`src/rtl/pwm_pkg.sv`:
```
// pwm_pkg: shared constants for the pwm_bank PWM generator.
//   PWM_NUM_CH / PWM_CNT_W / PWM_PRESC_W : default parameter values
//   PWM_PERIOD_ACT_RST                   : reset value of the active period
//                                          (all ones, sliced to CNT_W)
//   pwm_idx_w()                          : width of a channel index bus
package pwm_pkg;

    localparam int unsigned PWM_NUM_CH  = 16;
    localparam int unsigned PWM_CNT_W   = 8;
    localparam int unsigned PWM_PRESC_W = 8;

    localparam logic [31:0] PWM_PERIOD_ACT_RST = '1;

    // A single-channel bank still needs a 1-bit index bus.
    function automatic int unsigned pwm_idx_w(input int unsigned n);
        return (n > 1) ? $clog2(n) : 1;
    endfunction

endpackage

```
`src/rtl/pwm_bank_if.sv`:
```
// pwm_bank_if: duty write bus from the SPI register file into pwm_bank.
//   duty_wr_en   : single-cycle write strobe
//   duty_wr_ch   : target channel index
//   duty_wr_data : duty value, CNT_W+1 bits so that 100% duty is reachable
// Modports: master (register file side), slave (pwm_bank side).
interface pwm_bank_if
    import pwm_pkg::*;
#(
    parameter int unsigned NUM_CH = PWM_NUM_CH,
    parameter int unsigned CNT_W  = PWM_CNT_W
);

    localparam int unsigned CH_W = pwm_idx_w(NUM_CH);

    logic            duty_wr_en;
    logic [CH_W-1:0] duty_wr_ch;
    logic [CNT_W:0]  duty_wr_data;

    modport master (output duty_wr_en, output duty_wr_ch, output duty_wr_data);
    modport slave  (input  duty_wr_en, input  duty_wr_ch, input  duty_wr_data);

endinterface

```
`src/rtl/pwm_channel.sv`:
```
// pwm_channel: one PWM output with a double-buffered duty register.
//   clk, rst        : clock, synchronous active-high reset
//   cnt, boundary   : shared period counter and period-boundary strobe
//   en_out, en_pwm  : output enable, PWM mode (0 = static high when enabled)
//   wr_en/ch/data   : duty write bus, decoded against CH_IDX
//   out             : registered PWM output
module pwm_channel #(
    parameter int unsigned CNT_W  = 8,
    parameter int unsigned CH_W   = 4,
    parameter int unsigned CH_IDX = 0
) (
    input  logic            clk,
    input  logic            rst,
    input  logic [CNT_W-1:0] cnt,
    input  logic            boundary,
    input  logic            en_out,
    input  logic            en_pwm,
    input  logic            wr_en,
    input  logic [CH_W-1:0] wr_ch,
    input  logic [CNT_W:0]  wr_data,
    output logic            out
);

    logic            hit;
    logic [CNT_W:0]  duty_shd;
    logic [CNT_W:0]  duty_act;

    assign hit = wr_en && (wr_ch == CH_W'(CH_IDX));

    always_ff @(posedge clk) begin
        if (rst) begin
            duty_shd <= '0;
            duty_act <= '0;
            out      <= 1'b0;
        end else begin
            if (hit) begin
                duty_shd <= wr_data;
            end
            // A write landing on the boundary edge bypasses the shadow.
            if (boundary) begin
                duty_act <= hit ? wr_data : duty_shd;
            end
            out <= en_out & (~en_pwm | ({1'b0, cnt} < duty_act));
        end
    end

endmodule

```
`src/rtl/pwm_bank.sv`:
```
// pwm_bank: multi-channel PWM generator with prescaler and glitch-free
// duty updates at period boundaries.
//   clk, rst       : clock, synchronous active-high reset
//   en_out, en_pwm : per-channel output enable / PWM mode
//   period         : counter top value (period+1 ticks per period)
//   prescale       : one counter tick every prescale+1 clocks
//   duty_wr        : duty write bus (pwm_bank_if.slave)
//   out            : registered PWM outputs
//   period_start   : registered one-cycle pulse at the start of each period
module pwm_bank
    import pwm_pkg::*;
#(
    parameter int unsigned NUM_CH  = PWM_NUM_CH,
    parameter int unsigned CNT_W   = PWM_CNT_W,
    parameter int unsigned PRESC_W = PWM_PRESC_W
) (
    input  logic               clk,
    input  logic               rst,
    input  logic [NUM_CH-1:0]  en_out,
    input  logic [NUM_CH-1:0]  en_pwm,
    input  logic [CNT_W-1:0]   period,
    input  logic [PRESC_W-1:0] prescale,
    pwm_bank_if.slave          duty_wr,
    output logic [NUM_CH-1:0]  out,
    output logic               period_start
);

    localparam int unsigned CH_W = pwm_idx_w(NUM_CH);

    logic [PRESC_W-1:0] presc_cnt;
    logic [CNT_W-1:0]   cnt;
    logic [CNT_W-1:0]   period_act;
    logic               tick;
    logic               boundary;

    // >= rather than == so that lowering prescale below the running
    // count ticks at once instead of wrapping the prescaler.
    assign tick     = (presc_cnt >= prescale);
    assign boundary = tick && (cnt == period_act);

    always_ff @(posedge clk) begin
        if (rst) begin
            presc_cnt    <= '0;
            cnt          <= '0;
            period_act   <= PWM_PERIOD_ACT_RST[CNT_W-1:0];
            period_start <= 1'b0;
        end else begin
            presc_cnt    <= tick ? '0 : presc_cnt + 1'b1;
            period_start <= boundary;
            if (boundary) begin
                cnt        <= '0;
                period_act <= period;
            end else if (tick) begin
                cnt <= cnt + 1'b1;
            end
        end
    end

    for (genvar i = 0; i < NUM_CH; i++) begin : g_ch
        pwm_channel #(
            .CNT_W  (CNT_W),
            .CH_W   (CH_W),
            .CH_IDX (i)
        ) u_ch (
            .clk      (clk),
            .rst      (rst),
            .cnt      (cnt),
            .boundary (boundary),
            .en_out   (en_out[i]),
            .en_pwm   (en_pwm[i]),
            .wr_en    (duty_wr.duty_wr_en),
            .wr_ch    (duty_wr.duty_wr_ch),
            .wr_data  (duty_wr.duty_wr_data),
            .out      (out[i])
        );
    end

endmodule

```
`src/flat_wrapper.sv`:
```
// flat-port wrapper written by rule: the top's interface ports become plain ports
module pwm_bank_flat import pwm_pkg::*;
#(
    parameter int unsigned NUM_CH  = PWM_NUM_CH,
    parameter int unsigned CNT_W   = PWM_CNT_W,
    parameter int unsigned PRESC_W = PWM_PRESC_W
)
  (clk, rst, en_out, en_pwm, period, prescale, out, period_start, duty_wr_duty_wr_en, duty_wr_duty_wr_ch, duty_wr_duty_wr_data);
  pwm_bank_if #(.NUM_CH(NUM_CH), .CNT_W(CNT_W)) duty_wr_i ();
  input  logic clk;
  input  logic rst;
  input  logic [NUM_CH-1:0] en_out;
  input  logic [NUM_CH-1:0] en_pwm;
  input  logic [CNT_W-1:0] period;
  input  logic [PRESC_W-1:0] prescale;
  output logic [NUM_CH-1:0] out;
  output logic period_start;
  input wire logic [$bits(duty_wr_i.duty_wr_en)-1:0] duty_wr_duty_wr_en;
  input wire logic [$bits(duty_wr_i.duty_wr_ch)-1:0] duty_wr_duty_wr_ch;
  input wire logic [$bits(duty_wr_i.duty_wr_data)-1:0] duty_wr_duty_wr_data;
  assign duty_wr_i.duty_wr_en = duty_wr_duty_wr_en;
  assign duty_wr_i.duty_wr_ch = duty_wr_duty_wr_ch;
  assign duty_wr_i.duty_wr_data = duty_wr_duty_wr_data;
  pwm_bank #(.NUM_CH(NUM_CH), .CNT_W(CNT_W), .PRESC_W(PRESC_W)) u_core (.clk(clk), .rst(rst), .en_out(en_out), .en_pwm(en_pwm), .period(period), .prescale(prescale), .duty_wr(duty_wr_i), .out(out), .period_start(period_start));
endmodule
```
`config.mk`:
```
export PLATFORM = sky130hd
export DESIGN_NAME = pwm_bank_flat
export DESIGN_NICKNAME = d
export VERILOG_FILES = /design/src/rtl/pwm_pkg.sv /design/src/rtl/pwm_bank_if.sv /design/src/rtl/pwm_channel.sv /design/src/rtl/pwm_bank.sv /design/src/flat_wrapper.sv
export SDC_FILE = /design/constraint.sdc
export NUM_CORES = 1
export LEC_CHECK = 0
export CAP_MARGIN = 20
export CORE_UTILIZATION = 54
export CTS_CLUSTER_DIAMETER = 60
export DETAILED_ROUTE_END_ITERATION = 12
export GPL_TIMING_DRIVEN = 0
export PLACE_DENSITY = 0.76
export SYNTH_ARGS = -nofsm -noshare
export SYNTH_HDL_FRONTEND = slang
export SYNTH_SLANG_ARGS = --single-unit
```
`constraint.sdc`:
```
create_clock -name clk -period 3 [get_ports clk]
set_input_delay 0.9 -clock clk [delete_from_list [all_inputs] [get_ports clk]]
set_output_delay 0.9 -clock clk [all_outputs]
set_load 0.05 [all_outputs]
```
Yosys cells after proc, flatten, opt, wreduce, memory -nomap -nowiden
Index checks and enable logic that the tools add are counted.
W data, S select, Z words.
- input bits: 64
- word-level logic and storage cells: 171
- output and inout port bits: 17
- bits in registers: 329
- mux-type cells: 16
- reduce and logical (&&, ||, !) cells: 20
- add/subtract/negate cells: 2
- bitwise gates (word level): 48
- magnitude comparators: 17
- eq/ne operators: 16
- operator list (kind ; number):
    $lt A8 B9 Y1 ; 16
    $mux W9 ; 16
    $eq A4 B4 Y1 const B ; 8
    $logic_and A1 B1 Y1 ; 17
    $add A8 B1 Y8 const B ; 2
    $and A1 B1 Y1 ; 16
    $eq A4 B3 Y1 const B ; 4
    $not A1 Y1 ; 16
    $or A1 B1 Y1 ; 16
    $eq A4 B2 Y1 const B ; 2
    $eq A8 B8 Y1 ; 1
    $ge A8 B8 Y1 ; 1
    $eq A4 B1 Y1 const B ; 1
    $logic_not A4 Y1 ; 1
    $reduce_or A2 Y1 ; 2

Depth between registers and ports, before layout
- depth after elaboration: 3
- gate-level depth with buffers: 10
- depth with buffers taken out: 7

Modules after synthesis
Synthesis repeated with hierarchy kept, for this count alone.
- cell total of the unflattened synthesis: 1592
- area, all modules: 14961.8 um2
- by module, submodules not included (module ; cells an instance ; instances ; sequential area each (um2) ; area an instance (um2)):
    pwm_channel at u_core.g_ch[10].u_ch ... ; 89 ; 5 ; 380.4 ; 863.3
    pwm_channel at u_core.g_ch[11].u_ch ... ; 90 ; 4 ; 380.4 ; 844.6
    pwm_channel at u_core.g_ch[13].u_ch ... ; 89 ; 2 ; 380.4 ; 860.8
    pwm_channel at u_core.g_ch[1].u_ch ... ; 90 ; 2 ; 380.4 ; 839.6
    pwm_bank ; 159 ; 1 ; 500.5 ; 1323.8
    pwm_channel at u_core.g_ch[15].u_ch ; 90 ; 1 ; 380.4 ; 850.8
    pwm_channel at u_core.g_ch[3].u_ch ; 90 ; 1 ; 380.4 ; 849.6
    pwm_channel at u_core.g_ch[0].u_ch ; 90 ; 1 ; 380.4 ; 842.1

Worst setup path before layout
No wires, ideal clock.
- kind: input port to flip-flop
- start: in prescale[0]
- end: reg u_core.g_ch[0].u_ch.duty_act[0]
- setup slack: 0.067 ns
- data arrival time: 2.811 ns
- cell stages on the path: 9
- data required time: 2.879 ns
- buffers on the path: 3
- library setup time: 0.121 ns
- cell sequence: ha_1 > nand2b_1 > a2111o_1 > a31o_1 > and2_1 > buf_6 > buf_6 > buf_6 > mux2_4
- word-level cells in the longest chain between the ends: 2
- RTL lines (what ; RTL line ; RTL):
    start: declaration ; flat_wrapper.sv:15 ; input logic [PRESC_W-1:0] prescale;
    $ge A8 B8 Y1 ; pwm_bank.sv:38 ; assign tick = (presc_cnt >= prescale);
    $logic_and A1 B1 Y1 ; pwm_bank.sv:39 ; assign boundary = tick && (cnt == period_act);
    end signal: assignment ; pwm_channel.sv:41 ; duty_act <= hit ? wr_data : duty_shd;
    end: declaration ; pwm_channel.sv:26 ; logic [CNT_W:0] duty_act;
No other way between the ends.
A chain may end at the register's enable or synchronous reset.

Worst setup path in the final report
- start: in prescale[0]
- end: reg u_core.g_ch[15].u_ch.duty_act[0]
- word-level cells in the longest chain between the ends: 2
- RTL lines (what ; RTL line):
    $ge A8 B8 Y1 ; pwm_bank.sv:38
    $logic_and A1 B1 Y1 ; pwm_bank.sv:39
    end signal: assignment ; pwm_channel.sv:41
    end: declaration ; pwm_channel.sv:26
No other way between the ends.

==> results.py <==
metrics = {
    "run_status": {
        "run_status": "complete, no violations",
    },
    "global_route": {
        "globalRouteMet3Util_pct": 4.19,
        "first_global_vias": 11100,
        "globalRouteTotalUtil_pct": 26.3,
        "gr-total-overflow": 0,
        "antenna_found_initial": 0,
        "grt_pass1_wl_um": 59000,
        "busiest_layer": "met2",
        "gr-usage-met2_pct": 45.4,
        "groute.layer.met1.usage_pct": 33.0,
        "maximum_number_of_pins_on_one_net_before_global_route_repair": 21,
    },
    "logic_synthesis": {
        "asyncSetResetFlopFracSynth_pct": 0,
        "dominant_combinational_cell_family_by_area_after_synthesis": "multiplexers",
        "synth_seq_cells": 329,
        "synth_simple_gate_area_share_pct": 14.3,
        "synth_flop_cell": "dfxtp_1",
        "synth_seq_area_share_pct": 42.5,
        "synth.cell_area_mm2": 0.0155,
        "synth.avg_cell_area_um2": 9.79,
        "synth-adder-area-share_pct": 9.85,
        "ys_warn_count": 0,
        "post_synth_xor_area_fraction_pct": 0.791,
        "post_synth_inst_count": 1583,
        "synth-compound-area-share_pct": 5.27,
        "synth.mux.area_fraction_pct": 20.9,
        "synth-edff-count": 0,
        "syn-num-nets": 1769,
        "yosys.cell_types.count": 34,
    },
    "sta": {
        "max_clock_freq_ghz": 0.340,
        "period_share_pct": 97.9,
        "max-slew-margin-rel_pct": 27.2,
        "period_needed_ns": 2.94,
        "post-route-worst-setup-slack_ns": 0.0622,
        "grt_setup_unrepaired": "no",
        "worst_hold_slack_ns": 0.468,
        "setup_violation_total_in_the_final_timing_report": 0,
        "tightest_slew_ns": 1.09,
        "hold_viol": 0,
        "fin_skew_ns": 0.0108,
        "timing.final.max_slew_violations": 0,
    },
    "final_layout": {
        "layout-drive-gt1-share_pct": 14.3,
        "flow.area_growth_from_synthesis_pct": 16.7,
        "nFillCells": 2242,
        "stdcell_count": 2109,
        "post_layout_nets": 1893,
        "antennaDiodeCount": 0,
    },
    "setup_path": {
        "worst_r2r_endpoint": "u_core.g_ch[0].u_ch.duty_act[5]",
        "r2r-start": "u_core.cnt[4]",
        "crit_fanout": 10,
        "crit_type": "input pin to register",
        "critical_path.endpoint_type": "register",
        "timing.reg2reg.setup_slack_ns": 0.20,
        "cp_data_arrival_time_ns": 3.34,
        "worst_ep_required_time_ns": 3.40,
        "timing.reg2reg.worst_path_depth": 9,
        "setup.worst_path.start_class": "input pin",
    },
    "power": {
        "total_power_uw": 9090,
        "maximum_vdd_ir_drop_mv": 0.604,
        "power.density_mw_per_mm2": 503,
        "power.static_leakage_uw": 0.00737,
    },
    "die": {
        "start_util_pct": 55.3,
        "coreArea_mm2": 0.0280,
        "die_x_um": 171,
        "row_count": 61,
        "die_height_um": 171,
        "num_io_pins": 81,
        "floorplan.die_area_mm2": 0.0294,
    },
    "place": {
        "placed_instance_count": 2046,
        "port_buffers": 79,
        "detailedPlace.worstSlack_ns": -0.571,
        "globalplace.congestion": 0.816,
        "hpwlAfterDp_um": 25900,
    },
    "detailed_routing": {
        "drt_wirelength_um": 38100,
        "first_iter_violations": 692,
        "vias": 11200,
        "route.detailed.vias_per_inst": 5.29,
        "postRouteAntennaNets": 0,
        "drtPass1Iterations": 5,
        "drc": 0,
        "routedWlPerCell_um": 18.1,
    },
    "cts": {
        "cts_buffer_depth": 3,
        "cts_root_buf": "clkbuf_16",
        "worst_skew_pair.late_latency_ns": 0.52,
        "cts-htree-levels": 2,
        "clock_tree_from_tritoncts": "done",
        "clock_pin_slew_on_the_worst_setup_and_hold_paths_ns": 0.06,
        "numClockSinks": 329,
        "cts_buffers": 35,
        "number_of_hold_buffers_added_after_cts": 0,
    },
    "worst_hold_path": {
        "hold-path-endpoint": "u_core.g_ch[0].u_ch.duty_shd[4]",
        "worstHoldPathType": "register to register",
        "hold_path_depth": 2,
        "hold_path.startpoint": "u_core.g_ch[0].u_ch.duty_shd[4]",
    },
    "flow_run": {
        "maxCapViolCount": 0,
    },
}
[worst max-delay path, cell delays in order]
cell             delay, ns
clkdlybuf4s50_1       0.41
ha_1                  0.28
nand2b_1              0.14
a2111o_1              0.44
a31o_4                0.24
and2_1                0.15
buf_6                 0.14
buf_6                 0.17
buf_8                 0.17
mux2_4                0.30
[where the power goes]
group / switching (uW) / internal [uW]
Sequential: 15.0 / 4410
Combinational: 285 / 172
Clock: 1720 / 2500
Total: 2020 / 7070
[layout by cell type, fill, tap and decap left out, drive strengths merged, types with 31 or more instances in the layout]
cell type      instances
dfxtp                329
nor2                 301
mux2                 144
mux2i                135
inv                  129
ha                   122
clkbuf               113
clkdlybuf4s50         79
a21oi                 60
nor2b                 50
buf                   43
nand2                 31
[metrics by stage]
step / utilization, % / setup TNS, ns / cell area (um^2)
final: 64.6 / 0 / 18100
after CTS: 64.4 / 0 / 18000
after global routing: 64.6 / 0 / 18100
after global placement: 59.8 / -73.55 / 16800
after detailed placement: 60.4 / -80.89 / 16900
after floorplan: - / 0 / 15500
[flip-flops by register name, summed over array words and instances (netlist names)]
register / flops
u_core.g_ch.u_ch.out: 16
u_core.period_start: 1
u_core.cnt: 8
u_core.presc_cnt: 8
u_core.g_ch.u_ch.duty_shd: 144
u_core.g_ch.u_ch.duty_act: 144
u_core.period_act: 8
[synthesized netlist by cell type (all sizes together), types with 2 or more instances]
library cell    n  area share, %
dfxtp         329             43
nor2          301            7.4
mux2          144             12
mux2i         135            8.7
inv           129            3.1
ha            122            9.9
a21oi          60            1.9
clkbuf         57            1.4
nor2b          50            2.0
buf            35            1.8
nand2          31           0.75
o211ai         24            1.2
o21ai          24           0.78
nand3          23           0.74
nand2b         22           0.89
nor3b          21            1.0
nand4          18           0.73
a21o           16           0.78
and3           10           0.40
xnor2           9           0.51
a32o            6           0.39
xor2            5           0.28
nand3b          4           0.19
a31o            2           0.11
or3             2          0.081
[final cells by class]
class	instances	area (um^2)	share of cell area, %
Multi-Input combinational cell	1033	7940	43.9
Buffer	92	514	2.84
Clock inverter	5	55.1	0.304
Tap cell	378	473	2.62
Sequential cell	329	6590	36.4
Timing Repair Buffer	87	971	5.37
Clock buffer	56	1060	5.85
Inverter	129	484	2.68
[routing by layer]
metal,vias to the layer above,wire length [um]
li1,5526,-
met1,5290,16900
met2,256,18200
met3,83,1860
met4,0,1180
met5,-,0
[logic make-up (layout without fill, tap and decap cells)]
family | count (synthesis) | count (layout)
AOI/OAI and AO/OA | 134 | 134
adders and majority gates | 122 | 122
muxes | 279 | 279
xor gates and xnor gates | 14 | 14
buffers and inverters | 221 | 369
and+or+nand+nor | 484 | 484
DFF | 329 | 329
[worst max-delay path by stage]
stage	startpoint	end	slack [ns]	cells past startpoint
after global placement	prescale[0]	u_core.g_ch[9].u_ch.duty_act[5]	-0.53	10
after CTS	prescale[0]	u_core.g_ch[13].u_ch.duty_act[1]	0.0009	10
final	prescale[0]	u_core.g_ch[15].u_ch.duty_act[0]	0.06	10
after floorplan	prescale[0]	u_core.g_ch[0].u_ch.duty_act[0]	0.07	9
after global routing	duty_wr_duty_wr_en	u_core.g_ch[0].u_ch.duty_act[2]	0.01	7
after detailed placement	prescale[0]	u_core.g_ch[9].u_ch.duty_act[3]	-0.57	10
[what timing repair did]
item                       in CTS  in global routing
setup buffers                   0                  2
cloned                          0                  0
pin swaps                       0                  1
setup endpoints to repair      86                116
resized for setup               4                  7
(Power assumes the default switching activity.)
